$ cat config.mk
export PLATFORM = sky130hd
export DESIGN_NAME = io_xbar_out_arb
export DESIGN_NICKNAME = d
export VERILOG_FILES = /design/src/rtl/io_xbar_out_arb.sv
export SDC_FILE = /design/constraint.sdc
export NUM_CORES = 1
export LEC_CHECK = 0
export CAP_MARGIN = 5
export CORE_MARGIN = 8
export CORE_UTILIZATION = 26
export DETAILED_ROUTE_END_ITERATION = 8
export GPL_ROUTABILITY_DRIVEN = 0
export GPL_TIMING_DRIVEN = 0
export PLACE_DENSITY = 0.72
export SLEW_MARGIN = 20
export SYNTH_ARGS = -nofsm -noshare
export SYNTH_HDL_FRONTEND = slang
export SYNTH_SLANG_ARGS = --single-unit
export TNS_END_PERCENT = 20
$ cat constraint.sdc
create_clock -name clk -period 5.6 [get_ports clk]
set_input_delay 0.84 -clock clk [delete_from_list [all_inputs] [get_ports clk]]
set_output_delay 0.84 -clock clk [all_outputs]
set_load 0.03 [all_outputs]
$ cat src/rtl/io_xbar_out_arb.sv
// -----------------------------------------------------------------------------
// io_xbar_out_arb
//
// Round-robin output-port arbiter for the chipset I/O crossbar. Only inputs
// whose head flit is addressed to MY_DEST compete. Once a header flit is
// accepted, the grant is held for the whole packet (header + LEN payload
// flits), so packets from different inputs are never interleaved on the output.
//
// Optional feature: define IO_XBAR_ARB_WATCHDOG_EN to add a stall watchdog
// that raises a sticky wdog_err when a locked packet makes no progress for
// 2^WDOG_BITS-1 cycles. Without the macro wdog_err is a constant 0.
//
// Ports:
//   clk       in   clock, all state on the rising edge
//   rst_n     in   synchronous active-low reset
//   in_data   in   NUM_IN flits, port i at [i*WIDTH +: WIDTH]
//   in_val    in   per-input flit valid
//   in_rdy    out  per-input flit accept (combinational from out_rdy)
//   out_data  out  selected flit (combinational)
//   out_val   out  output flit valid
//   out_rdy   in   downstream accept
//   grant_id  out  winning input (IDLE) or packet owner (LOCKED)
//   locked    out  high while a packet's payload is in flight
//   wdog_err  out  sticky stall error
// -----------------------------------------------------------------------------
module io_xbar_out_arb #(
  parameter int NUM_IN     = 4,
  parameter int WIDTH      = 64,
  parameter int DEST_LSB   = 50,
  parameter int DEST_WIDTH = 8,
  parameter int MY_DEST    = 0,
  parameter int LEN_LSB    = 22,
  parameter int LEN_WIDTH  = 8,
  parameter int WDOG_BITS  = 10,
  localparam int IDW       = (NUM_IN > 1) ? $clog2(NUM_IN) : 1
) (
  input  logic                    clk,
  input  logic                    rst_n,
  input  logic [NUM_IN*WIDTH-1:0] in_data,
  input  logic [NUM_IN-1:0]       in_val,
  output logic [NUM_IN-1:0]       in_rdy,
  output logic [WIDTH-1:0]        out_data,
  output logic                    out_val,
  input  logic                    out_rdy,
  output logic [IDW-1:0]          grant_id,
  output logic                    locked,
  output logic                    wdog_err
);

  typedef enum logic {
    ST_IDLE   = 1'b0,
    ST_LOCKED = 1'b1
  } state_e;

  state_e               state_q,    state_d;
  logic [LEN_WIDTH-1:0] cnt_q,      cnt_d;
  logic [IDW-1:0]       last_ptr_q, last_ptr_d;
  logic [IDW-1:0]       gnt_q,      gnt_d;

  logic [WIDTH-1:0]     flit [NUM_IN];
  logic [NUM_IN-1:0]    req;
  logic [IDW-1:0]       winner;
  logic [IDW-1:0]       sel;
  logic [LEN_WIDTH-1:0] hdr_len;

  // (base + k) mod NUM_IN without a divider; k never exceeds NUM_IN.
  function automatic logic [IDW-1:0] wrap_add(logic [IDW-1:0] base, int unsigned k);
    logic [IDW:0] sum;
    sum = {1'b0, base} + (IDW+1)'(k);
    if (sum >= (IDW+1)'(NUM_IN)) sum = sum - (IDW+1)'(NUM_IN);
    return sum[IDW-1:0];
  endfunction

  // Unpack flits and build the destination-filtered request vector.
  always_comb begin
    for (int i = 0; i < NUM_IN; i++) begin
      flit[i] = in_data[i*WIDTH +: WIDTH];
      req[i]  = in_val[i] &&
                (flit[i][DEST_LSB +: DEST_WIDTH] == DEST_WIDTH'(MY_DEST));
    end
  end

  // Rotating priority: first request strictly after last_ptr, wrapping, so the
  // most recent winner is considered last.
  always_comb begin
    logic found;
    winner = '0;
    found  = 1'b0;
    for (int unsigned k = 1; k <= NUM_IN; k++) begin
      if (!found && req[wrap_add(last_ptr_q, k)]) begin
        winner = wrap_add(last_ptr_q, k);
        found  = 1'b1;
      end
    end
  end

  assign sel      = (state_q == ST_LOCKED) ? gnt_q : winner;
  assign hdr_len  = flit[winner][LEN_LSB +: LEN_WIDTH];
  assign out_data = flit[sel];
  assign grant_id = sel;
  assign locked   = (state_q == ST_LOCKED);

  // NOTE: every signal assigned in this block gets a default first, so no path
  // leaves a value unassigned and no latch is inferred.
  always_comb begin
    state_d    = state_q;
    cnt_d      = cnt_q;
    last_ptr_d = last_ptr_q;
    gnt_d      = gnt_q;
    out_val    = 1'b0;
    in_rdy     = '0;

    unique case (state_q)
      ST_IDLE: begin
        out_val = |req;
        if (|req) begin
          in_rdy[winner] = out_rdy;
          // Pointer only moves once the header is actually accepted.
          if (out_rdy) begin
            last_ptr_d = winner;
            cnt_d      = hdr_len;
            if (hdr_len != '0) begin
              state_d = ST_LOCKED;
              gnt_d   = winner;
            end
          end
        end
      end
      ST_LOCKED: begin
        // Body flits carry no destination; follow the owner blindly.
        out_val       = in_val[gnt_q];
        in_rdy[gnt_q] = out_rdy;
        if (in_val[gnt_q] && out_rdy) begin
          cnt_d = cnt_q - 1'b1;
          if (cnt_q == LEN_WIDTH'(1)) state_d = ST_IDLE;
        end
      end
      default: state_d = ST_IDLE;
    endcase

    // Handshakes are suppressed for as long as reset is asserted.
    if (!rst_n) begin
      out_val = 1'b0;
      in_rdy  = '0;
    end
  end

  // NOTE: sequential state uses non-blocking assignments so every flop samples
  // the pre-edge values of the others, independent of statement order.
  always_ff @(posedge clk) begin
    if (!rst_n) begin
      state_q    <= ST_IDLE;
      cnt_q      <= '0;
      last_ptr_q <= IDW'(NUM_IN - 1);
      gnt_q      <= '0;
    end else begin
      state_q    <= state_d;
      cnt_q      <= cnt_d;
      last_ptr_q <= last_ptr_d;
      gnt_q      <= gnt_d;
    end
  end

`ifdef IO_XBAR_ARB_WATCHDOG_EN
  logic [WDOG_BITS-1:0] wdog_q, wdog_d;
  logic                 wdog_err_q, wdog_err_d;

  // Counts stalled LOCKED cycles, saturating at all-ones; the error is sticky.
  always_comb begin
    wdog_d     = wdog_q;
    wdog_err_d = wdog_err_q | (&wdog_q);
    if (state_q == ST_IDLE || (out_val && out_rdy)) begin
      wdog_d = '0;
    end else if (!(&wdog_q)) begin
      wdog_d = wdog_q + 1'b1;
    end
  end

  always_ff @(posedge clk) begin
    if (!rst_n) begin
      wdog_q     <= '0;
      wdog_err_q <= 1'b0;
    end else begin
      wdog_q     <= wdog_d;
      wdog_err_q <= wdog_err_d;
    end
  end

  assign wdog_err = wdog_err_q;
`else
  assign wdog_err = 1'b0;
`endif

endmodule

# After elaboration in Yosys (flattened, before gate mapping)

Index checks and enable logic that the tools add are counted.
W data, S select, Z words.

Register bits after elaboration: 13
Bits of input ports: 263
Output and inout bits: 73
Logic and storage cells: 105

Add/sub/neg operators: 9
Magnitude comparators: 14
Eq/ne operators: 4
Multiplexer cells: 47
Bitwise logic cells: 5
Reduce and logical (&&, ||, !) cells: 22

Operators by type and width:

| operator              | count |
|---|---|
| $bmux W64 S2          | 2 |
| $mux W64              | 2 |
| $mux W30              | 2 |
| $logic_not A8 Y1      | 4 |
| $mux W8               | 3 |
| $ge A3 B3 Y1 const B  | 6 |
| $lt A2 B3 Y1 const B  | 6 |
| $mux W2               | 9 |
| $mux W1               | 16 |
| $pmux W8 S2           | 1 |
| $bmux W1 S2           | 5 |
| $logic_and A1 B1 Y1   | 10 |
| $and A4 B4 Y4         | 2 |
| $eq A8 B1 Y1 const B  | 1 |
| $mux W4               | 2 |
| $pmux W4 S2           | 1 |
| $reduce_bool A8 Y1    | 1 |
| $sub A2 B1 Y2 const B | 4 |
| $sub A8 B1 Y8 const B | 1 |
| $add A2 B2 Y3 const B | 2 |
| $not A2 Y3            | 2 |
| $reduce_and A3 Y1     | 2 |
| $demux W1 S2          | 2 |
| $ge A2 B1 Y1 const B  | 2 |
| 9 further kinds       | 13 |

# Depth between registers and ports, before layout

Word-level depth: 24
Mapped depth: 11
Mapped depth without buffers: 9

# Worst setup path after synthesis

No wires, ideal clock.

Kind: input-to-output
Start: input port in_data[244]
End: output port out_data[52]
Data arrival time: 3.198 ns
Required time: 4.760 ns
Setup slack: 1.562 ns
Stages: 10
Path buffers: 2
Path through: nor4_4 nand4_4 o2bb2ai_2 nor2_1 a21boi_1 inv_2 buf_2 clkbuf_1 nand2_1 a31oi_1

Longest elaborated chain between the ends: 19
Elaborated cells on any way between the ends: 28
Those cells by class: mux: 19; bitwise: 1; reduce/logical: 8

RTL lines:

| what                                          | RTL line | source |
|---|---|---|
| from (decl)                                   | 39       | `input logic [NUM_IN*WIDTH-1:0] in_data,` |
| $logic_not A8 Y1 *                            | 79       | `(flit[i][DEST_LSB +: DEST_WIDTH] == DEST_WIDTH'(MY_DEST));` |
| $logic_and A1 B1 Y1 *                         | 78       | `req[i] = in_val[i] &&` |
| $bmux W1 S2                                   | 90       | `if (!found && req[wrap_add(last_ptr_q, k)]) begin` |
| $mux W1 (not written as such)                 | 90       |  |
| $mux W1                                       | 90       |  |
| $logic_not A1 Y1                              | 90       |  |
| $logic_and A1 B1 Y1                           | 90       |  |
| $mux W1                                       | 90       |  |
| (+3 left out)                                 | -        |  |
| $logic_not A1 Y1                              | 90       |  |
| $logic_and A1 B1 Y1                           | 90       |  |
| $mux W2 *                                     | 90       |  |
| $mux W2 *                                     | 97       | `assign sel = (state_q == ST_LOCKED) ? gnt_q : winner;` |
| via grant_id[1]                               | 45       | `output logic [IDW-1:0] grant_id,` |
| $not A2 Y3 (not written as such) *            | 99       | `assign out_data = flit[sel];` |
| $bmux W64 S2 *                                | 99       |  |
| $mux W64 (not written as such) * (2 in a row) | 99       |  |
| to (decl)                                     | 42       | `output logic [WIDTH-1:0] out_data,` |

Mark *: on every way through the listed nets, which the timed path passes. The rest lies on a longest branch. The select of a mux whose other input is x is not followed.

# Worst setup path after layout

Start: input port in_data[114]
End: output port out_data[31]

Longest elaborated chain between the ends: 19
Elaborated cells on any way between the ends: 28
Those cells by class: mux: 19; bitwise: 1; reduce/logical: 8

RTL lines:

| what                                          | RTL line |
|---|---|
| $logic_not A8 Y1 *                            | 79 |
| $logic_and A1 B1 Y1 *                         | 78 |
| $bmux W1 S2                                   | 90 |
| $mux W1 (not written as such)                 | 90 |
| $mux W1                                       | 90 |
| $logic_not A1 Y1                              | 90 |
| $logic_and A1 B1 Y1                           | 90 |
| $mux W1                                       | 90 |
| (+2 left out)                                 | - |
| $mux W1                                       | 90 |
| $logic_not A1 Y1                              | 90 |
| $logic_and A1 B1 Y1                           | 90 |
| $mux W2 *                                     | 90 |
| $mux W2 *                                     | 97 |
| $not A2 Y3 (not written as such) *            | 99 |
| $bmux W64 S2 *                                | 99 |
| $mux W64 (not written as such) * (2 in a row) | 99 |

Mark *: on every way between the ends. The rest lies on a longest branch, timed or not. The select of a mux whose other input is x is not followed.

==> flow_summary.yaml <==
run_status:
  status: "finished clean"
pwr:
  p_leak_uw: 0.00290
  power.internal_uw: 436
  p_sw_share_pct: 32.6
  power_frac_seq_pct: 14.5
  combPwrFrac_pct: 64.1
  ir_worst_vdd_v: 0.0000672
  clockPowerShare_pct: 21.4
  netSwitchingPower_uw: 211
  power_density_nw_per_um2: 91.1
die:
  io_pins: 336
  die_x_um: 131
  dieArea_sq_um: 17300
  start_util_pct: 26.4
  die_y_um: 131
  num_rows: 42
  core_sq_um: 13100
sta:
  worst_pin_slew_ns: 0.998
  clock_skew_ns: 0.00826
  fin_crit_ns: 5.40
  maxSlewViolCount: 0
  setup_tns_ns: 0
  finalSetupViolations: 0
  max_freq_mhz: 185
  rsz0062_at_grt: "false"
  relSlewSlack_pct: 33.2
  hold_violations: 0
  post-route-period-util_pct: 96.5
setup_path:
  crit_family: "buffers and inverters"
  timing.critical_path.buf_inv: 5
  startpoint: "in_data[114]"
  cp_max_fo: 10
  cp_data_arrival_time_ns: 4.56
  critPathKind: "in2out"
  cp-endpoint: "out_data[31]"
  max_stage_delay_ns: 0.65
  end_kind: "primary output"
  r2r_start: "last_ptr_q[0]$_SDFFE_PN1P_"
  start_kind: "primary input"
  slowest_stage: "clkdlybuf4s50_1"
  path_cells: "clkdlybuf4s50_1, nor3_2, nand4_1, o211ai_1, a21o_4, mux2i_1, inv_1, clkbuf_1, clkbuf_1, a31oi_1, clkdlybuf4s50_1"
  crit_required_ns: 4.76
  rrSetupSlack_ns: 3.10
  reg2reg_to: "locked$_SDFF_PN0_"
  rr_worst_depth: 8
  cp_num_cells: 11
global_routing:
  grt_pass1_vias: 5816
  grt_usage_pct: 24.0
  grt_max_degree: 11
  grt_pass1_wl_mm: 33.4
  overflow: 0
  antenna_found_initial: 0
yosys:
  synth.area.top_cells: "nand2_1, a31oi_1, and3_1"
  yosys.area.top_type: "nand2_1"
  syn_nets: 900
  postSynthAreaPerCell_sq_um: 5.46
  synth-edff-count: 0
  syn_area_sq_um: 3470
  ys_warn_count: 0
  synth_top_area_share_pct: 29.3
  synth_ff_type: "dfxtp_1"
  synthCells: 635
  yosysSeqAreaShare_pct: 7.51
  async_reset_ff_share_pct: 0
  ys_seq_elements: 13
  synth_cell_types: 54
drt:
  routed_via_density: 5.15
  wirelength_mm: 22.3
  drc: 0
  wl_per_cell_um: 19.5
  drt_iter0_drc: 501
  ant_nets: 0
  via_count: 5909
  drt_first_pass_iters: 5
finish:
  mostFrequentLayoutCells: "clkdlybuf4s50_1, nand2_1, a31oi_1, and3_1, clkbuf_1"
  nets: 1238
  drive_gt1_share_pct: 4.63
  stdcell_area_sq_um: 7100
  syn2layout_area_growth_pct: 105
  n_antenna_cell: 0
  final_common_cell: "clkdlybuf4s50_1"
  fillers: 1314
placed_design:
  io_buffers: 333
  place_area_sq_um: 7020
  place_hpwl_mm: 18.8
clock_network:
  numCtsBuffers: 3
  root_buffer: "clkbuf_16"
  post_cts_buffers: 0
  tritoncts: "done"
  clkLatencyLatePin_ns: 0.25
  cts_sinks: 13
  cts.path.max_buffers: 2
  path_clk_slew_ns: 0.05
  hold_buffers: 0
  post_cts_resized: 0
  h-tree-depth: 1
run:
  max_cap_viol_count: 0
min_path:
  hold_class: "reg2reg"
synth_stat cells, types with 4 or more instances:
cell type,n
a21oi_1,11
a31oi_1,67
and3_1,66
buf_2,16
clkbuf_1,32
dfxtp_1,13
inv_1,8
mux2i_1,12
nand2_1,271
nand3_1,21
nand4_1,7
nor2_1,27
o21a_1,4
o21ai_0,13
sequential cells by signal (all words and copies together) (netlist names):
name and count:
locked 1, cnt_q 8, gnt_q 2, last_ptr_q 2
how the worst min path moves through the flow:
stage,from,end,slack (ns),depth (start not counted)
2_1_floorplan,cnt_q[1]$_SDFFE_PN0P_,cnt_q[1]$_SDFFE_PN0P_,0.48,2
3_3_place_gp,cnt_q[1]$_SDFFE_PN0P_,cnt_q[1]$_SDFFE_PN0P_,0.50,2
3_5_place_dp,cnt_q[1]$_SDFFE_PN0P_,cnt_q[1]$_SDFFE_PN0P_,0.51,2
4_1_cts,cnt_q[0]$_SDFFE_PN0P_,cnt_q[0]$_SDFFE_PN0P_,0.52,2
5_1_grt,cnt_q[0]$_SDFFE_PN0P_,cnt_q[0]$_SDFFE_PN0P_,0.54,2
6_report,cnt_q[0]$_SDFFE_PN0P_,cnt_q[0]$_SDFFE_PN0P_,0.52,2
layer usage:
metal / track usage (%) / routed length [um] / up-vias
met5: 0 / 0 / -
met4: 5.62 / 581 / 0
met3: 6.10 / 1900 / 42
met2: 42.8 / 11000 / 298
met1: 28.1 / 8810 / 2673
li1: - / - / 2896
cell type report:
type / count / area, sq um / share of cell area, %
clock buffers: 3 / 75.1 / 1.06
clock inverters: 1 / 5.00 / 0.0705
repair buffers: 333 / 3330 / 46.9
well taps: 176 / 220 / 3.10
inverters: 10 / 37.5 / 0.529
plain buffers: 54 / 249 / 3.51
flip-flops and latches: 13 / 260 / 3.67
multi-input cells: 558 / 2920 / 41.1
stage by stage:
step                setup WS (ns)  instances  hold slack, ns  power [uW]  utilization [%]
floorplan                    1.56        635           0.483         233                -
global route              0.00277       1148           0.544         676             54.0
global placement            0.244       1144           0.501         506             53.4
CTS                         0.227       1148           0.518         647             54.0
finish                      0.199       1148           0.522         647             54.0
detailed placement          0.229       1144           0.511         507             53.4
power groups by stage:
| stage | clock [uW] | combinational, uW | sequential (uW) |
|---|---|---|---|
| global placement | 0 | 410 | 95.4 |
| detailed placement | 0 | 412 | 95.4 |
| floorplan | 0 | 138 | 95.3 |
| finish | 138 | 415 | 93.6 |
| global route | 145 | 438 | 93.6 |
| CTS | 140 | 414 | 93.6 |
worst min-delay path, stage by stage (launching register included):
cell and delay (ns):
dfxtp_1 0.33, nand2_1 0.06, a31oi_1 0.07
cell families after synthesis:
group | after synthesis | share of synthesized area [%]
and+or+nand+nor | 418 | 55.2
AOI/OAI and AO/OA | 124 | 24.1
buffers and inverters | 64 | 8.26
muxes | 13 | 4.11
DFF | 13 | 7.51
adders and majority gates | 2 | 0.722
other | 1 | 0.108
(Power assumes the default switching activity.)
